### config.mk
export PLATFORM = sky130hd
export DESIGN_NAME = alu_issue_ctrl
export DESIGN_NICKNAME = d
export VERILOG_FILES = /design/src/rtl/alu_issue_ctrl.sv
export SDC_FILE = /design/constraint.sdc
export NUM_CORES = 1
export LEC_CHECK = 0
export BUFFER_PORTS_ARGS = -buffer_cell sky130_fd_sc_hd__buf_4
export CAP_MARGIN = 20
export CORE_MARGIN = 2
export CORE_UTILIZATION = 30
export DETAILED_ROUTE_END_ITERATION = 12
export GPL_TIMING_DRIVEN = 0
export PLACE_DENSITY = 0.68
export SYNTH_ARGS = -nofsm -noshare
export SYNTH_HDL_FRONTEND = slang
export SYNTH_SLANG_ARGS = --single-unit
### constraint.sdc
create_clock -name clk -period 2.3 [get_ports clk]
set_input_delay 0.46 -clock clk [delete_from_list [all_inputs] [get_ports clk]]
set_output_delay 0.46 -clock clk [all_outputs]
set_load 0.02 [all_outputs]
### src/rtl/alu_issue_ctrl.sv
// alu_issue_ctrl: single-issue controller that hands one instruction at a
// time to an external ALU unit bank and offers its result for writeback.
// Optional feature macro: ALU_TIMEOUT_EN. When it is defined, a
// multi-cycle operation that never signals unit_done is abandoned after
// TIMEOUT WAIT cycles and written back as an error.
//
// Handshakes: a transfer happens on a rising edge where valid and ready
// are both 1. The offering side holds valid and its payload stable until
// that edge. Here in_valid/in_ready accept instructions, and
// wb_valid/wb_ready hand results to the register file.
module alu_issue_ctrl #(
  parameter int N        = 16,
  parameter int SEL_LINE = 4,
  parameter int TIMEOUT  = 64
) (
  input  logic                clk,
  input  logic                rst,
  input  logic                in_valid,
  output logic                in_ready,
  input  logic [SEL_LINE-1:0] opcode,
  input  logic [N-1:0]        rs1_reg_val,
  input  logic [N-1:0]        rs2_reg_val,
  input  logic [3:0]          rd,
  output logic [6:0]          unit_sel,
  output logic                unit_start,
  output logic [N-1:0]        op_a,
  output logic [N-1:0]        op_b,
  input  logic                unit_done,
  input  logic [N-1:0]        unit_result,
  output logic                wb_valid,
  input  logic                wb_ready,
  output logic [3:0]          wb_rd,
  output logic [N-1:0]        wb_data,
  output logic                wb_err,
  output logic [1:0]          o_dbg_state
);

  typedef enum logic [1:0] {
    IDLE = 2'd0,
    EXEC = 2'd1,
    WAIT = 2'd2,
    WB   = 2'd3
  } state_t;

  state_t              r_state;
  state_t              w_state_nxt;
  logic [SEL_LINE-1:0] r_opcode;
  logic [N-1:0]        r_op_a;
  logic [N-1:0]        r_op_b;
  logic [3:0]          r_rd;
  logic [N-1:0]        r_wb_data;
  logic                r_wb_err;

  logic                w_illegal;
  logic                w_multi;
  logic                w_div_zero;
  logic [6:0]          w_sel;
  logic                w_accept;
  logic                w_cap;
  logic [N-1:0]        w_cap_data;
  logic                w_cap_err;

  // Decode of the latched opcode; everything after accept uses the copy.
  always_comb begin
    w_illegal  = (r_opcode > SEL_LINE'(6));
    w_multi    = (r_opcode == SEL_LINE'(2)) || (r_opcode == SEL_LINE'(3));
    w_div_zero = (r_opcode == SEL_LINE'(3)) && (r_op_b == '0);
    w_sel      = '0;
    if (!w_illegal) begin
      w_sel[r_opcode[2:0]] = 1'b1;
    end
  end

  assign w_accept    = in_valid && in_ready;
  assign op_a        = r_op_a;
  assign op_b        = r_op_b;
  assign wb_rd       = r_rd;
  assign wb_data     = r_wb_data;
  assign wb_err      = r_wb_err;
  assign o_dbg_state = r_state;

`ifdef ALU_TIMEOUT_EN
  localparam int CW = $clog2(TIMEOUT + 1);
  logic [CW-1:0] r_to_cnt;
  logic          w_to_hit;

  assign w_to_hit = (r_to_cnt == CW'(TIMEOUT - 1));

  // Timeout counter: cleared on the way into WAIT, counts each WAIT cycle.
  always_ff @(posedge clk or posedge rst) begin
    if (rst) begin
      r_to_cnt <= '0;
    end else if (r_state == EXEC) begin
      r_to_cnt <= '0;
    end else if (r_state == WAIT) begin
      r_to_cnt <= r_to_cnt + CW'(1);
    end
  end
`endif

  // State register.
  always_ff @(posedge clk or posedge rst) begin
    if (rst) begin
      r_state <= IDLE;
    end else begin
      r_state <= w_state_nxt;
    end
  end

  // Next state, unit/handshake outputs and result capture strobes.
  always_comb begin
    w_state_nxt = r_state;
    in_ready    = 1'b0;
    unit_start  = 1'b0;
    unit_sel    = '0;
    wb_valid    = 1'b0;
    w_cap       = 1'b0;
    w_cap_data  = '0;
    w_cap_err   = 1'b0;
    case (r_state)
      IDLE: begin
        in_ready = 1'b1;
        if (in_valid) begin
          w_state_nxt = EXEC;
        end
      end
      EXEC: begin
        if (w_illegal) begin
          // No unit is touched; result is zero with the error flag.
          w_cap       = 1'b1;
          w_cap_err   = 1'b1;
          w_state_nxt = WB;
        end else if (w_div_zero) begin
          // Divide by zero never reaches the divider.
          w_cap       = 1'b1;
          w_cap_data  = '1;
          w_cap_err   = 1'b1;
          w_state_nxt = WB;
        end else begin
          unit_start = 1'b1;
          unit_sel   = w_sel;
          if (w_multi) begin
            w_state_nxt = WAIT;
          end else begin
            w_cap       = 1'b1;
            w_cap_data  = unit_result;
            w_state_nxt = WB;
          end
        end
      end
      WAIT: begin
        unit_sel = w_sel;
        if (unit_done) begin
          w_cap       = 1'b1;
          w_cap_data  = unit_result;
          w_state_nxt = WB;
        end
`ifdef ALU_TIMEOUT_EN
        else if (w_to_hit) begin
          w_cap       = 1'b1;
          w_cap_err   = 1'b1;
          w_state_nxt = WB;
        end
`endif
      end
      WB: begin
        wb_valid = 1'b1;
        if (wb_ready) begin
          w_state_nxt = IDLE;
        end
      end
      default: w_state_nxt = IDLE;
    endcase
  end

  // Instruction latch on accept; operands stay on op_a/op_b until the next accept.
  always_ff @(posedge clk or posedge rst) begin
    if (rst) begin
      r_opcode <= '0;
      r_op_a   <= '0;
      r_op_b   <= '0;
      r_rd     <= '0;
    end else if (w_accept) begin
      r_opcode <= opcode;
      r_op_a   <= rs1_reg_val;
      r_op_b   <= rs2_reg_val;
      r_rd     <= rd;
    end
  end

  // Writeback payload, captured once per instruction and held through WB.
  always_ff @(posedge clk or posedge rst) begin
    if (rst) begin
      r_wb_data <= '0;
      r_wb_err  <= 1'b0;
    end else if (w_cap) begin
      r_wb_data <= w_cap_data;
      r_wb_err  <= w_cap_err;
    end
  end

endmodule
==> flow_summary.json, run 1 <==
{
  "route.final.wire_length_mm": 7.714,
  "synth_ff_type": "dfrtp_1",
  "post-dp-hpwl_mm": 5.581,
  "fp.coreArea_um2": 8763,
  "clock_latency_ns": 0.33,
  "antenna_left": 0,
  "finalWorstSetupSlack_ns": -0.07237,
  "drc": 0,
  "tightestPinTransition_ns": 0.5753,
  "cts_tree": "yes",
  "fin_nets": 433,
  "clk_path_buf_depth": 2,
  "reg2reg_slack_ns": 0.18,
  "synth-edff-count": 0,
  "rsz0062_at_grt": "true",
  "grt-busiest-layer": "met2",
  "io_buffers": 125,
  "fin_util": 0.4757,
  "antenna_found_initial": 0,
  "dpl.cell_count": 460,
  "clock_skew_ns": 0.008194,
  "reg2reg_from": "o_dbg_state[1]",
  "fmax_ghz": 0.4215,
  "crit_required_ns": 1.84,
  "post-place-ws_ns": -0.2578,
  "via_count": 2438,
  "layout_common_cells": "131 x buf_4, 59 x dfrtp_1, 40 x mux2_2",
  "fin_crit_ns": 2.372,
  "cts.sinks": 59,
  "period_share": 1.031,
  "start_util": 0.3101,
  "dr.pass1.iters": 4,
  "area_delta_synth_final_pct": 53.41,
  "hold_path.class": "primary input to async pin",
  "yosysTopAreaCellShare": 0.5433,
  "path_max_fanout": 3,
  "grt.met1_usage": 0.2014,
  "setup_violations": 2,
  "violations": "negative setup slack",
  "n_fill_cell": 831,
  "powerDensity_nw_per_um2": 1564,
  "clk_pin_slew_ns": 0.07,
  "drive_gt1_frac": 0.5645,
  "ys_async_sr_fraction": 1.000,
  "gr-usage-met3": 0.05271,
  "yosys.area.top_type": "dfrtp_1",
  "final-seq-area_um2": 1476,
  "finalWeightedCongestion": 0.7795,
  "yosysSeqAreaShare": 0.5433,
  "yosysUniqueCellTypes": 31,
  "grt_pass1_vias": 2498,
  "grtUsageMet2": 0.2510,
  "final_max_slew_viol_count": 0,
  "dieArea_um2": 9836,
  "drt-vias-per-instance": 5.079,
  "die_w_um": 99.18,
  "worstSetupEndpointType": "primary output",
  "crit_chain": "nor4_4, and4_4, clkbuf_16, nand2_4, o211a_1, buf_6",
  "syn_inst": 226,
  "cp-endpoint": "unit_start",
  "grt_pass1_wl_mm": 12.39,
  "ys_top_cells_by_area": "dfrtp_1 54%, mux2_2 17%, a221oi_1 5.5%",
  "final-instance-count-excl-fill": 480,
  "cts-root-buf": "clkbuf_8",
  "irDropWorstVdd_uv": 560.4,
  "antenna_cells": 0,
  "cts_buffers": 9,
  "hold_slack_ns": 0.1802,
  "overflow": 0,
  "cap_violations": 0,
  "final-hold-violation-count": 0,
  "syn_area_per_cell_um2": 12.02,
  "cts_hold_repair.buffers": 0,
  "multi_input_area_um2": 1195,
  "syn-num-nets": 291,
  "io_pins": 126,
  "fp.dieH_um": 99.18,
  "synthesis.area_um2": 2718,
  "track_usage": 0.1590,
  "relSlewSlack": 0.6165,
  "fp-row-count": 34,
  "crit_type": "register to primary output",
  "critPathArrivalTime_ns": 1.91,
  "p_leak_uw": 0.001916,
  "final_common_cell": "buf_4",
  "timing.reg2reg.worst_path_depth": 9,
  "ys_ff_latch": 59,
  "cts.htree.levels": 3,
  "grt_start_max_net_pins": 35,
  "yosysWarnings": 0,
  "status": "finished with violations",
  "startpoint_type": "register",
  "crit_path_start": "op_b[2]",
  "first_iter_violations": 95,
  "wl_per_cell_um": 16.07,
  "reg2reg_to": "wb_data[1]",
  "crit_slowest_cell": "dfrtp_1",
  "cp_slowest_stage_delay_ns": 0.42
}
==> worst max-delay path, delay by kind of cell, from the launching register on <==
kind	cells	cell delay (ns)
AOI/OAI and AO/OA	1	0.23
and+or+nand+nor	3	0.66
DFF	1	0.42
buffers and inverters	2	0.27
==> area by class of cell <==
cell class	count	area share
Timing Repair Buffer	133	0.2473
Multi-Input combinational cell	143	0.2866
Inverter	3	0.002701
Tap cell	108	0.03241
Clock buffer	13	0.04052
Clock inverter	2	0.002401
Sequential cell	59	0.3541
Buffer	19	0.03391
==> worst min path at each step <==
stage                  end  slack (ns)  cells past startpoint
2_1_floorplan  r_opcode[1]        0.57                      1
3_3_place_gp      op_a[13]        0.49                      1
3_5_place_dp       op_a[3]        0.50                      1
4_1_cts            op_a[6]        0.19                      2
5_1_grt            op_a[2]        0.21                      2
6_report           op_a[2]        0.18                      2
==> flip-flops by register name, indices dropped and copies added (netlist names) <==
name	count
r_opcode	4
op_a	16
o_dbg_state	2
wb_data	16
wb_rd	4
wb_err	1
op_b	16
==> Yosys cell counts, types with 4 or more instances <==
library cell,count
clkbuf_1,17
o21ai_0,19
dfrtp_1,59
nor2b_1,5
nor4_1,6
mux2_2,40
a221oi_1,17
a31oi_1,18
nand2_1,6
nor2_1,7
ha_1,4
==> where the power goes <==
group	internal, µW	leakage (µW)	switching (µW)
Clock	470	0.0000953	380
Sequential	1600	0.000697	390
Combinational	1750	0.00112	1930
==> per-stage QoR <==
stage          TNS [ns]  power (µW)  instance area, µm²
2_1_floorplan         0        4134                2724
5_1_grt         -0.4062        6977                4169
3_3_place_gp     -25.66        5410                3797
3_5_place_dp    -0.4362        5508                3817
4_1_cts         -0.2072        6492                4103
6_report        -0.1355        6518                4169
==> routing by layer <==
layer | part of all wire | vias up
met4 | 0.019 | 0
met3 | 0.077 | 11
li1 | - | 1132
met2 | 0.49 | 89
met1 | 0.42 | 1206
met5 | 0 | -
==> cells by family after synthesis <==
| kind of cell | after synthesis | share of synthesized area |
|---|---|---|
| buffers and inverters | 24 | 0.04420 |
| flip-flops | 59 | 0.5433 |
| AO/OA/AOI/OAI | 61 | 0.1506 |
| adder cells (fa/ha/maj) | 4 | 0.01842 |
| AND/OR/NAND/NOR | 38 | 0.07781 |
| multiplexers | 40 | 0.1657 |
==> repair_timing <==
item	4_1_cts	5_1_grt
pin swaps	3	3
gates resized for setup	19	16
setup endpoints to repair	7	18
buffers inserted	5	2
Note: power is estimated with default switching activity, not from simulation.
==> run 2, diff against run 1 <==
- SETUP_SLACK_MARGIN: default -> 0.05
==> flow_summary.json, run 2 (synthesis gave the netlist of run 1 again) <==
{
  "timing.reg2reg.worst_path_depth": 9,
  "finalWorstSetupSlack_ns": -0.07932,
  "area_delta_synth_final_pct": 55.16,
  "fin_crit_ns": 2.379,
  "io_pins": 126,
  "drc": 0,
  "antenna_left": 0,
  "clk_path_buf_depth": 2,
  "n_fill_cell": 824,
  "post-place-ws_ns": -0.2332,
  "io_buffers": 125,
  "layout_common_cells": "131 x buf_4, 59 x dfrtp_1, 40 x mux2_2",
  "hold_path.class": "primary input to async pin",
  "cts.htree.levels": 3,
  "grt_start_max_net_pins": 42,
  "fin_nets": 433,
  "drt-vias-per-instance": 5.067,
  "status": "finished with violations",
  "post-dp-hpwl_mm": 5.537,
  "irDropWorstVdd_uv": 590.2,
  "gr-usage-met3": 0.05130,
  "final_common_cell": "buf_4",
  "period_share": 1.034,
  "dpl.cell_count": 460,
  "grt-busiest-layer": "met2",
  "rsz0062_at_grt": "true",
  "startpoint_type": "register",
  "final-instance-count-excl-fill": 481,
  "dr.pass1.iters": 4,
  "fmax_ghz": 0.4203,
  "clk_pin_slew_ns": 0.06,
  "antenna_cells": 0,
  "cts.sinks": 59,
  "cts_buffers": 9,
  "crit_path_start": "op_b[7]",
  "reg2reg_to": "wb_data[4]",
  "powerDensity_nw_per_um2": 1600,
  "start_util": 0.3101,
  "tightestPinTransition_ns": 0.5734,
  "crit_required_ns": 1.84,
  "dieArea_um2": 9836,
  "multi_input_area_um2": 1221,
  "fp.dieH_um": 99.18,
  "cts_tree": "yes",
  "grt_pass1_wl_mm": 12.43,
  "first_iter_violations": 128,
  "fp.coreArea_um2": 8763,
  "clock_latency_ns": 0.33,
  "worstSetupEndpointType": "primary output",
  "reg2reg_from": "o_dbg_state[1]",
  "p_leak_uw": 0.001925,
  "critPathArrivalTime_ns": 1.92,
  "setup_violations": 2,
  "wl_per_cell_um": 15.77,
  "final-hold-violation-count": 0,
  "die_w_um": 99.18,
  "cts-root-buf": "clkbuf_8",
  "setup-tns-final_ns": -0.09678,
  "path_max_fanout": 3,
  "route.final.wire_length_mm": 7.584,
  "violations": "negative setup slack",
  "grtUsageMet2": 0.2609,
  "via_count": 2437,
  "track_usage": 0.1596,
  "finalWeightedCongestion": 0.7644,
  "fp-row-count": 34,
  "grt_pass1_vias": 2505,
  "crit_type": "register to primary output",
  "reg2reg_slack_ns": 0.15,
  "clock_skew_ns": 0.003616,
  "grt.met1_usage": 0.1967,
  "relSlewSlack": 0.6177,
  "drive_gt1_frac": 0.5791,
  "overflow": 0,
  "cap_violations": 0,
  "final-seq-area_um2": 1476,
  "final_max_slew_viol_count": 0,
  "antenna_found_initial": 0
}
[run 2: per-stage QoR]
step / area, µm² / power, µW / util / hold WS, ns
after floorplan: 2729 / 4140 / - / 0.5748
after global placement: 3802 / 5403 / 0.4339 / 0.4905
after detailed placement: 3822 / 5513 / 0.4362 / 0.4955
after CTS: 4160 / 6703 / 0.4747 / 0.1199
after global routing: 4217 / 7187 / 0.4812 / 0.1534
final: 4217 / 6746 / 0.4812 / 0.1238
[run 2: routing by layer]
layer | share of wire | wire length [µm]
met1 | 0.41 | 3113
met2 | 0.49 | 3752
met3 | 0.073 | 557
met4 | 0.021 | 161
met5 | 0 | 0
[run 2: how the worst max path moves through the flow]
stage / to / slack [ns] / cells after the start
after floorplan: unit_start / 0.17 / 6
after global placement: wb_data[10] / -0.41 / 2
after detailed placement: unit_start / -0.23 / 7
after CTS: unit_start / -0.11 / 6
after global routing: unit_start / -0.17 / 6
final: unit_start / -0.08 / 6
[run 2: repair_timing]
| item | CTS | global route |
|---|---|---|
| gates resized for setup | 21 | 16 |
| setup buffers | 7 | 0 |
| hold buffers | 0 | 0 |
| pin swaps | 3 | 1 |
| endpoints found under the setup margin | 10 | 15 |
[run 2: worst max-delay path: stages, from the launching register on]
cell,delay [ns]
dfrtp_1,0.41
nor4_4,0.31
and4_4,0.30
clkbuf_16,0.14
nand2_2,0.04
o211a_1,0.25
buf_6,0.13
[run 2: cell type report]
class	instances	share of cell area
multi-input cells	143	0.2896
flip-flops and latches	59	0.3501
repair buffers	133	0.2415
well taps	108	0.03205
inverters	3	0.002671
clock buffers	10	0.03027
clock inverters	6	0.01899
plain buffers	19	0.03472
[run 2: power breakdown]
group	switching (µW)	internal (µW)	leakage (µW)	total, µW
logic	1960	1800	0.00112	3760
clock network	393	602	0.000110	995
registers	395	1600	0.000697	1990
